--- src/rtl/mem_stage_ctrl_pkg.sv ---
// Shared types and constants for the memory pipeline stage.
package mem_pkg;

  typedef enum logic [2:0] {
    IDLE,
    WB_REQ,
    WB_BURST,
    FILL_REQ,
    FILL_BURST,
    REPLAY
  } mem_state_e;

  localparam int unsigned PAGE_W_DFLT = 8;
  localparam int unsigned PAGE_WORDS  = 2**PAGE_W_DFLT;

  localparam logic SD_RD = 1'b0;
  localparam logic SD_WR = 1'b1;

endpackage

--- src/rtl/mem_stage_ctrl_dmem.sv ---
// Single-port synchronous RAM holding the resident SDRAM page; read data is registered.
module dmem_bank #(
  parameter int unsigned DEPTH = 256,
  parameter int unsigned WIDTH = 8,
  localparam int unsigned AW   = $clog2(DEPTH)
) (
  input  logic             clk,
  input  logic             en,
  input  logic             we,
  input  logic [AW-1:0]    addr,
  input  logic [WIDTH-1:0] wdata,
  output logic [WIDTH-1:0] rdata
);

  logic [WIDTH-1:0] mem [DEPTH];

  always_ff @(posedge clk) begin
    if (en) begin
      if (we) mem[addr] <= wdata;
      else    rdata     <= mem[addr];
    end
  end

endmodule

--- src/rtl/mem_stage_ctrl.sv ---
// MEM stage: registers result channels to MEM/WB and serves loads/stores from a
// one-page dmem window, writing back and refilling the page over SDRAM on a miss.
module mem_stage_ctrl
  import mem_pkg::*;
#(
  parameter int unsigned NUM_CH = 3,
  parameter int unsigned DATA_W = 16,
  parameter int unsigned TAG_W  = 5,
  parameter int unsigned LS_W   = 8,
  parameter int unsigned ADDR_W = 25,
  parameter int unsigned PAGE_W = PAGE_W_DFLT
) (
  input  logic                     ref_clk,
  input  logic                     rst,
  input  logic [NUM_CH*DATA_W-1:0] ch_data_in,
  input  logic [NUM_CH*TAG_W-1:0]  ch_tag_in,
  input  logic [NUM_CH-1:0]        ch_vld_in,
  output logic [NUM_CH*DATA_W-1:0] ch_data_out,
  output logic [NUM_CH*TAG_W-1:0]  ch_tag_out,
  output logic [NUM_CH-1:0]        ch_vld_out,
  input  logic                     ls_vld,
  input  logic                     ls_r_nw,
  input  logic [ADDR_W-1:0]        ls_addr,
  input  logic [LS_W-1:0]          ls_wdata,
  input  logic [TAG_W-1:0]         ls_tag_in,
  output logic [LS_W-1:0]          wb_data,
  output logic [TAG_W-1:0]         ls_tag_out,
  output logic                     ls_vld_out,
  output logic                     stall,
  output logic                     sd_req,
  output logic                     sd_we,
  output logic [ADDR_W-1:0]        sd_addr,
  output logic [PAGE_W:0]          sd_len,
  input  logic                     sd_granted,
  input  logic                     sd_busy,
  input  logic [LS_W-1:0]          sd_rdata,
  input  logic                     sd_rvalid,
  output logic [LS_W-1:0]          sd_wdata,
  input  logic                     sd_wready
);

  localparam int unsigned PT_W   = ADDR_W - PAGE_W;
  localparam int unsigned LEN_W  = PAGE_W + 1;
  localparam int unsigned PAGE_N = 2**PAGE_W;

  mem_state_e        state_q, state_d;
  logic [LEN_W-1:0]  cnt_q, cnt_d, cnt_inc;
  logic [PT_W-1:0]   page_tag_q, page_tag_d, miss_tag_q, miss_tag_d;
  logic              page_vld_q, page_vld_d, dirty_q, dirty_d;
  logic              sd_req_d, sd_we_d;
  logic [ADDR_W-1:0] sd_addr_d;
  logic [LEN_W-1:0]  sd_len_d;

  logic              ram_en, ram_we;
  logic [PAGE_W-1:0] ram_addr;
  logic [LS_W-1:0]   ram_wdata, ram_rdata;
  logic              rd_live_q;
  logic [LS_W-1:0]   wb_hold_q;

  logic [PT_W-1:0]   req_tag;
  logic [PAGE_W-1:0] req_off;
  logic              hit;

  assign req_tag = ls_addr[ADDR_W-1:PAGE_W];
  assign req_off = ls_addr[PAGE_W-1:0];
  assign hit     = ls_vld & page_vld_q & (req_tag == page_tag_q);
  assign stall   = (ls_vld & ~hit & (state_q == IDLE)) | (state_q != IDLE);
  assign cnt_inc = cnt_q + LEN_W'(1);

  // RAM output is live only after an unstalled cycle; bursts reuse the port, so hold the last load result
  assign wb_data  = rd_live_q ? ram_rdata : wb_hold_q;
  assign sd_wdata = (state_q == WB_BURST) ? ram_rdata : '0;

  dmem_bank #(.DEPTH(PAGE_N), .WIDTH(LS_W)) u_dmem (
    .clk   (ref_clk),
    .en    (ram_en),
    .we    (ram_we),
    .addr  (ram_addr),
    .wdata (ram_wdata),
    .rdata (ram_rdata)
  );

  // Next-state, page bookkeeping, SDRAM request and dmem port arbitration
  always_comb begin
    state_d    = state_q;
    cnt_d      = cnt_q;
    page_tag_d = page_tag_q;
    miss_tag_d = miss_tag_q;
    page_vld_d = page_vld_q;
    dirty_d    = dirty_q;
    sd_req_d   = sd_req;
    sd_we_d    = sd_we;
    sd_addr_d  = sd_addr;
    sd_len_d   = sd_len;
    ram_en     = 1'b0;
    ram_we     = 1'b0;
    ram_addr   = req_off;
    ram_wdata  = ls_wdata;

    unique case (state_q)
      IDLE: begin
        if (ls_vld && !hit) begin
          miss_tag_d = req_tag;
          state_d    = (page_vld_q && dirty_q) ? WB_REQ : FILL_REQ;
        end else if (hit) begin
          ram_en = 1'b1;
          ram_we = ~ls_r_nw;
          if (!ls_r_nw) dirty_d = 1'b1;
        end
      end
      WB_REQ: begin
        // Prime word 0 so it is on sd_wdata from the first burst cycle
        ram_en   = 1'b1;
        ram_addr = '0;
        if (!sd_req) begin
          if (!sd_busy) begin
            sd_req_d  = 1'b1;
            sd_we_d   = SD_WR;
            sd_addr_d = {page_tag_q, {PAGE_W{1'b0}}};
            sd_len_d  = LEN_W'(PAGE_N);
          end
        end else if (sd_granted) begin
          sd_req_d = 1'b0;
          cnt_d    = '0;
          state_d  = WB_BURST;
        end
      end
      WB_BURST: begin
        ram_en   = 1'b1;
        ram_addr = sd_wready ? cnt_inc[PAGE_W-1:0] : cnt_q[PAGE_W-1:0];
        if (sd_wready) begin
          cnt_d = cnt_inc;
          if (cnt_inc == LEN_W'(PAGE_N)) begin
            dirty_d = 1'b0;
            state_d = FILL_REQ;
          end
        end
      end
      FILL_REQ: begin
        if (!sd_req) begin
          if (!sd_busy) begin
            sd_req_d  = 1'b1;
            sd_we_d   = SD_RD;
            sd_addr_d = {miss_tag_q, {PAGE_W{1'b0}}};
            sd_len_d  = LEN_W'(PAGE_N);
          end
        end else if (sd_granted) begin
          sd_req_d   = 1'b0;
          cnt_d      = '0;
          page_vld_d = 1'b0;
          state_d    = FILL_BURST;
        end
      end
      FILL_BURST: begin
        if (sd_rvalid) begin
          ram_en    = 1'b1;
          ram_we    = 1'b1;
          ram_addr  = cnt_q[PAGE_W-1:0];
          ram_wdata = sd_rdata;
          cnt_d     = cnt_inc;
          if (cnt_inc == LEN_W'(PAGE_N)) begin
            page_tag_d = miss_tag_q;
            page_vld_d = 1'b1;
            dirty_d    = 1'b0;
            state_d    = REPLAY;
          end
        end
      end
      REPLAY:  state_d = IDLE;
      default: state_d = IDLE;
    endcase
  end

  // State, page tracking and MEM/WB pipeline registers
  always_ff @(posedge ref_clk) begin
    if (rst) begin
      state_q     <= IDLE;
      cnt_q       <= '0;
      page_tag_q  <= '0;
      miss_tag_q  <= '0;
      page_vld_q  <= 1'b0;
      dirty_q     <= 1'b0;
      sd_req      <= 1'b0;
      sd_we       <= 1'b0;
      sd_addr     <= '0;
      sd_len      <= '0;
      ch_data_out <= '0;
      ch_tag_out  <= '0;
      ch_vld_out  <= '0;
      ls_tag_out  <= '0;
      ls_vld_out  <= 1'b0;
      rd_live_q   <= 1'b0;
      wb_hold_q   <= '0;
    end else begin
      state_q    <= state_d;
      cnt_q      <= cnt_d;
      page_tag_q <= page_tag_d;
      miss_tag_q <= miss_tag_d;
      page_vld_q <= page_vld_d;
      dirty_q    <= dirty_d;
      sd_req     <= sd_req_d;
      sd_we      <= sd_we_d;
      sd_addr    <= sd_addr_d;
      sd_len     <= sd_len_d;
      if (!stall) begin
        ch_data_out <= ch_data_in;
        ch_tag_out  <= ch_tag_in;
        ch_vld_out  <= ch_vld_in;
        ls_tag_out  <= ls_tag_in;
        ls_vld_out  <= hit & ls_r_nw;
      end else begin
        ch_vld_out <= '0;
        ls_vld_out <= 1'b0;
      end
      rd_live_q <= ~stall;
      if (rd_live_q) wb_hold_q <= ram_rdata;
    end
  end

endmodule

--- config.mk ---
export PLATFORM = sky130hd
export DESIGN_NAME = mem_stage_ctrl
export DESIGN_NICKNAME = d
export VERILOG_FILES = /design/src/rtl/mem_stage_ctrl_pkg.sv /design/src/rtl/mem_stage_ctrl_dmem.sv /design/src/rtl/mem_stage_ctrl.sv
export SDC_FILE = /design/constraint.sdc
export NUM_CORES = 2
export LEC_CHECK = 0
export CELL_PAD_IN_SITES_DETAIL_PLACEMENT = 1
export CELL_PAD_IN_SITES_GLOBAL_PLACEMENT = 2
export CORE_UTILIZATION = 52
export CTS_CLUSTER_SIZE = 28
export DETAILED_ROUTE_END_ITERATION = 12
export PLACE_DENSITY = 0.87
export SLEW_MARGIN = 20
export SYNTH_ARGS = -nofsm -noshare
export SYNTH_HDL_FRONTEND = slang
export SYNTH_HIERARCHICAL = 1
export SYNTH_SLANG_ARGS = --single-unit
--- constraint.sdc ---
create_clock -name ref_clk -period 12.8 [get_ports ref_clk]
set_clock_uncertainty 0.2 [all_clocks]
set_input_delay 1.28 -clock ref_clk [delete_from_list [all_inputs] [get_ports ref_clk]]
set_output_delay 1.28 -clock ref_clk [all_outputs]
set_load 0.01 [all_outputs]
==> After elaboration in Yosys (flattened, before gate mapping) <==
Memories as Yosys holds them, arrays and structs flattened. A register that Yosys moved wholly into a read port is not among the register bits.
Index checks and enable logic that the tools add are counted.
{ "classes": {"bitwise": 12, "mux": 58, "eq_ne": 24, "reduce_logical": 21, "n_addsub": 1} }
{ "op_table": {"columns": ["op", "count"], "rows": [
  ["$mux 25", 4],
  ["$pmux 25 s2", 1],
  ["$mux 8", 6],
  ["$mux 9", 4],
  ["$ne 2x2->1 const B", 14],
  ["$mux 3", 9],
  ["$pmux 9 s3", 1],
  ["$mux 1", 25],
  ["$pmux 8 s3", 1],
  ["$eq 17x17->1", 1],
  ["$pmux 3 s5", 1],
  ["$reduce_and 5->1", 3],
  ["$add 9x1->9 const B", 1],
  ["$eq 9x9->1 const B", 1],
  ["$reduce_and 9->1", 1],
  ["$reduce_bool 3->1", 3],
  ["$ne 2x1->1 const B", 4],
  ["$eq 3x2->1 const B", 2],
  ["$not 1->1", 6],
  ["$pmux 1 s2", 3],
  ["$pmux 1 s3", 2],
  ["$reduce_and 3->1", 2],
  ["$reduce_and 6->1", 1],
  ["$reduce_or 2->1", 3],
  ["other kinds (10)", 17]
]} }
{ "totals": {"n_memories": 1, "regBits": 157, "wordCells": 134, "output_inout_bits": 125, "mem_bits_rw": 2048} }
{ "mem_list": {"columns": ["name", "words", "width", "rd", "rd_clocked_by_memory_dff", "write_ports", "line", "rtl"], "rows": [
  ["u_dmem.mem", 256, 8, 1, 1, 1, "mem_stage_ctrl_dmem.sv:15", "logic [WIDTH-1:0] mem [DEPTH];"]
]} }

==> Longest topological paths before layout <==
{ "logic_depth": {"depth_word": 9, "ltp_mapped": 15, "mapped_depth_nobuf": 10} }

==> Cells and area by module <==
The synthesis kept the hierarchy.
{ "modules_own_cells": {"columns": ["mod", "cells_each", "instances", "area_each_um2"], "rows": [
  ["dmem_bank", 3526, 1, 78376.4],
  ["mem_stage_ctrl", 805, 1, 7272.0]
]} }

==> Worst setup path after synthesis <==
OpenSTA, ideal clock, no wires.
{ "synth_path": {"kind": "input to register", "start": "input port sd_rvalid", "end": "memory u_dmem.mem[0][0] (data pin)", "path_stages": 5, "n_path_buf": 1, "setup_slack_ns": 6.827, "t_arrival_ns": 4.949, "cell_sequence": "nor2b_1 -> and3b_1 -> buf_2 -> nand2_1 -> nand2_1"} }
{ "synth_between": {"elab_chain_cells": 2} }
{ "synth_rtl": {"columns": ["element", "line", "rtl"], "rows": [
  ["start, declared", "mem_stage_ctrl.sv:37", "input logic sd_rvalid,"],
  ["$mux 8", "mem_stage_ctrl.sv:155", "if (sd_rvalid) begin"],
  ["$mux 8", "mem_stage_ctrl.sv:100", "unique case (state_q)"],
  ["via ram_wdata[0]", "mem_stage_ctrl.sv:56", "logic [LS_W-1:0] ram_wdata, ram_rdata;"],
  ["end, declared", "mem_stage_ctrl_dmem.sv:15", null]
]} }
The timed path passes the listed nets, and every way through them passes these cells.

==> Worst setup path after layout <==
{ "layout_path": {"start": "input port sd_rvalid", "end": "register u_dmem.rdata[7] (read register of u_dmem.mem) (data pin)"} }
{ "layout_lines": {"columns": ["element", "line", "rtl"], "rows": [
  ["$mux 8", "mem_stage_ctrl.sv:155", null],
  ["$pmux 8 s3", "mem_stage_ctrl.sv:100", null],
  ["via ram_addr[1]", "mem_stage_ctrl.sv:55", "logic [PAGE_W-1:0] ram_addr;"],
  ["end, declared", "mem_stage_ctrl_dmem.sv:12", "output logic [WIDTH-1:0] rdata"]
]} }
The timed path passes the listed nets, and every way through them passes these cells.
A chain may end at the register's enable or synchronous reset.

==> impl_results.rst <==
.. list-table::
   :header-rows: 1

   * - Metric
     - Value
   * - Inserted Diodes
     - 0
   * - Final critical path time including I/O delays and setup
     - 6.997 ns
   * - Flop2flop setup slack
     - approximately 6.3 ns
   * - Sw frac
     - between 20% and 30%
   * - Launching element type of the critical path
     - input port
   * - Classification of the worst setup path
     - input port to flip-flop
   * - IR drop worst, VDD
     - 0.2036 mV
   * - Starting utilization of the core area
     - around 52%
   * - Number of violations reported at the end of detailed-routing iteration 0
     - about 5400
   * - Pin count of the biggest net entering global routing
     - 155
   * - Number of remaining DRC errors
     - 0
   * - Endpoint class of the critical path
     - flip-flop
   * - Post-detailed-routing wire length
     - around 230 mm
   * - Number of different library cells in the post-synthesis netlist
     - 62
   * - Growth of design area from synthesis to finish
     - 13.77%
   * - Max capacitance violation total
     - 0
   * - Finished Core Util
     - around three fifths
   * - Fmax
     - 142.9 MHz
   * - Synth cell count leaders
     - 2056 x sky130_fd_sc_hd__edfxtp_1, 512 x sky130_fd_sc_hd__mux4_2, 323 x sky130_fd_sc_hd__nor2_1
   * - Dominant synthesized flop cell
     - sky130_fd_sc_hd__edfxtp_1
   * - Internal power consumption
     - about 14 mW
   * - Hold/Removal Path Class
     - flip-flop to flip-flop
   * - Seq cells post-synth
     - 2205
   * - Cell with the most instances after synthesis
     - sky130_fd_sc_hd__edfxtp_1
   * - Crit path max-delay cell type
     - sky130_fd_sc_hd__buf_4
   * - Share of the synthesized area in the top cell type
     - between 70 and 80%
   * - Outcome
     - completed
   * - Share of flip-flops with an asynchronous set or reset
     - 0%
   * - Clk sink count
     - between 2000 and 2500
   * - Hold depth
     - 2
   * - Pleak
     - approximately 30 nW
   * - Clock tree from TritonCTS
     - built
   * - First-pass detailed-route iteration total
     - 5
   * - Max FO, Critical Path
     - ~120
   * - Post-Place Setup Slack
     - 4.926 ns
   * - Routed wirelength normalized by instance count
     - 33.09 microns
   * - Post-synthesis instance area
     - about 86000 sq um
   * - Die extent in x
     - ~400 microns
   * - YS warnings
     - 6
   * - Cell Pwr Density
     - 200.2 nW/um^2
   * - Hold path start
     - ch_data_out[35]
   * - Post-cts hold buffer count
     - 0
   * - Endpoint of the worst hold path
     - ch_data_out[35]
   * - Setup TNS
     - 0 ns
   * - H-tree depth
     - 4
   * - Post-synthesis instance total
     - roughly 4300
   * - Height of the die
     - between 400 and 500 microns
   * - Number of CTS-inserted buffers
     - about 210
   * - Origin of the critical flop-to-flop path
     - state_q[0]
   * - Part of the power in registers
     - between 40% and 50%
   * - Post-cts sizing count
     - 0
   * - Root cell of the clock tree
     - sky130_fd_sc_hd__clkbuf_16
   * - Via count of the routed design
     - between 40000 and 50000
   * - Pin slew with the least headroom to its limit
     - 1.251 ns
   * - Via count of the first global-routing pass
     - roughly 46000
   * - Antenna Nets Post-Route
     - 0
   * - Number of filler cells placed in the layout
     - around 14000
   * - Final-report setup violation count
     - 0
   * - Final hold viol count
     - 0
   * - Total setup buffers inserted after CTS
     - 0
   * - Die area
     - approximately 170000 sq um
   * - Worst path cell trace
     - clkdlybuf4s50_1 > nor2b_1 > nand3b_1 > o21ai_1 > a22oi_1 > o21ai_4 > buf_12 > buf_4 > mux4_2 > a22oi_1 > a21oi_1 > o41ai_1 > buf_4 > nand4_1
   * - Layout cells sized above 1
     - about 20%
   * - Placed wire-length estimate after detailed placement
     - ~130 mm
   * - RSZ-0062 raised after global routing
     - no
   * - First-pass GRT wire length
     - about 330 mm
   * - Final-report max-slew violation count
     - 0
   * - FP Rows
     - around 150
   * - Relative contribution of the clock network to total power
     - between 30 and 40%
   * - Crit Reg-Reg Endpoint
     - u_dmem/rdata[1]
   * - Crit path largest cell delay
     - a little over 0.8 ns
   * - Required time of the critical path
     - roughly 13 ns
   * - Clk pin slew, worst setup/hold paths
     - 0.06 ns
   * - Clock Tree Buf Depth
     - 3
   * - Sequential fraction of the synthesis area
     - roughly three quarters
   * - Number of flops mapped to enable cells by yosys
     - slightly above 2000
   * - Setup ws final
     - around 5.8 ns
   * - Post-layout net count
     - about 4700
   * - GRT Util Overall
     - roughly 28%
   * - Synthesized area per cell
     - approximately 20 sq um
   * - Post-Route Hold Slack
     - approximately 0.27 ns
   * - Initial antenna violation count
     - 5
   * - Global route total overflow
     - 0
   * - I/O pins
     - 245
   * - I/O Buffers
     - 228
   * - Area of the core
     - 163100 sq um
   * - Part of the total power dissipated in combinational logic
     - approximately 25%
   * - Rel. slew slack
     - between 15 and 20%
   * - Detailed-route vias per instance
     - approximately 6.5
   * - Ratio of final minimum period to clock period
     - between 50% and 60%
   * - Worst reg-to-reg path cell count
     - 11
   * - Clock insertion delay at the later pin of the skew report
     - ~0.84 ns
   * - Final weighted congestion in routability-driven placement
     - ~0.8
   * - Cell type with the largest total area after synthesis
     - sky130_fd_sc_hd__edfxtp_1
   * - Cells taking the most area after synthesis
     - sky130_fd_sc_hd__edfxtp_1 72%, sky130_fd_sc_hd__mux4_2 13%, sky130_fd_sc_hd__dfxtp_1 3.5%, sky130_fd_sc_hd__a22oi_1 2.3%, sky130_fd_sc_hd__nor2_1 1.4%
   * - Switching power
     - roughly 5.7 mW
   * - Worst Path Arrival
     - around 7.3 ns
layout by cell type (no fill, tap or decap), types with 31 or more instances in the layout:
| cell | count |
|---|---|
| sky130_fd_sc_hd__clkinv_2 | 39 |
| sky130_fd_sc_hd__a22oi_1 | 259 |
| sky130_fd_sc_hd__nor2_1 | 322 |
| sky130_fd_sc_hd__clkinv_1 | 39 |
| sky130_fd_sc_hd__buf_4 | 69 |
| sky130_fd_sc_hd__nand2_1 | 64 |
| sky130_fd_sc_hd__nand2b_1 | 174 |
| sky130_fd_sc_hd__mux2i_1 | 104 |
| sky130_fd_sc_hd__bufinv_16 | 31 |
| sky130_fd_sc_hd__edfxtp_1 | 2056 |
| sky130_fd_sc_hd__clkbuf_16 | 220 |
| sky130_fd_sc_hd__clkdlybuf4s50_1 | 227 |
| sky130_fd_sc_hd__dfxtp_1 | 149 |
| sky130_fd_sc_hd__mux4_2 | 512 |
| sky130_fd_sc_hd__a21oi_1 | 139 |
| sky130_fd_sc_hd__clkbuf_1 | 45 |
sequential cells by signal (all words and copies together), names as in the netlist, 8 cells and up:
name and count:
cnt_q 9, page_tag_q 17, ch_tag_out 15, wb_hold_q 8
u_dmem/rdata 8, ch_data_out 48, miss_tag_q 17, sd_addr 17
u_dmem/mem 2048
power groups by stage:
stage / combinational, mW / clock [mW] / sequential (mW)
2_1_floorplan: 3.32 / 0 / 8.23
3_3_place_gp: 4.81 / 0 / 8.22
3_5_place_dp: 4.93 / 0 / 8.23
4_1_cts: 4.98 / 6.56 / 8.08
5_1_grt: 5.20 / 6.78 / 8.09
6_report: 4.97 / 6.47 / 8.08
through the flow:
stage | cell area, sq um | power (mW) | cells
after global routing | 97440 | 20.07 | 6922
after global placement | 90180 | 13.03 | 6527
after floorplan | 85700 | 11.55 | 4346
after CTS | 97390 | 19.62 | 6922
final | 97440 | 19.51 | 6922
after detailed placement | 90230 | 13.16 | 6529
area by class of cell:
| cell class | instances | area, sq um | area share (%) |
|---|---|---|---|
| Sequential cell | 2205 | 64720 | 66.42 |
| Multi-Input combinational cell | 1841 | 19890 | 20.41 |
| Clock buffer | 270 | 5743 | 5.894 |
| Timing Repair Buffer | 305 | 2938 | 3.015 |
| Tap cell | 2175 | 2721 | 2.793 |
| Clock inverter | 123 | 1419 | 1.456 |
| Inverter | 3 | 11.26 | 0.01156 |
cell families (layout without fill, tap and decap cells):
kind of cell               after synthesis  count (layout)  share of synthesized area, %
buffers and inverters                  300             701                         1.627
other                                    1              16                      0.004378
DFF                                   2205            2205                         75.57
AOI/OAI and AO/OA                      488             488                         3.912
adders and majority gates                1               1                       0.01461
and+or+nand+nor                        691             691                         3.876
xor gates and xnor gates                21              21                        0.2148
muxes                                  624             624                         14.78
critical path, delay by kind of cell:
family / cells / cell delay, ns
muxes: 1 / 0.42
and+or+nand+nor: 3 / 1.04
AOI/OAI and AO/OA: 6 / 2.17
buffers and inverters: 4 / 2.17
per-layer routing:
layer  up-vias  wire, microns  GRT usage (%)
met2      2462         112300          44.55
met4        10           7971          9.204
met5         -             67              0
met3       429          21240          5.644
met1     23610          87430          37.62
li1      18150              -              -
how the worst max path moves through the flow:
stage,startpoint,end,slack (ns),cells after the start
3_3_place_gp,sd_rvalid,u_dmem/rdata[4],4.55,13
2_1_floorplan,sd_rvalid,u_dmem/mem[0][0],6.83,5
5_1_grt,sd_rvalid,u_dmem/rdata[7],5.65,14
6_report,sd_rvalid,u_dmem/rdata[7],5.80,14
3_5_place_dp,sd_rvalid,u_dmem/rdata[1],4.93,13
4_1_cts,sd_rvalid,u_dmem/rdata[1],5.75,13
Power figures use the tool's default switching activity.
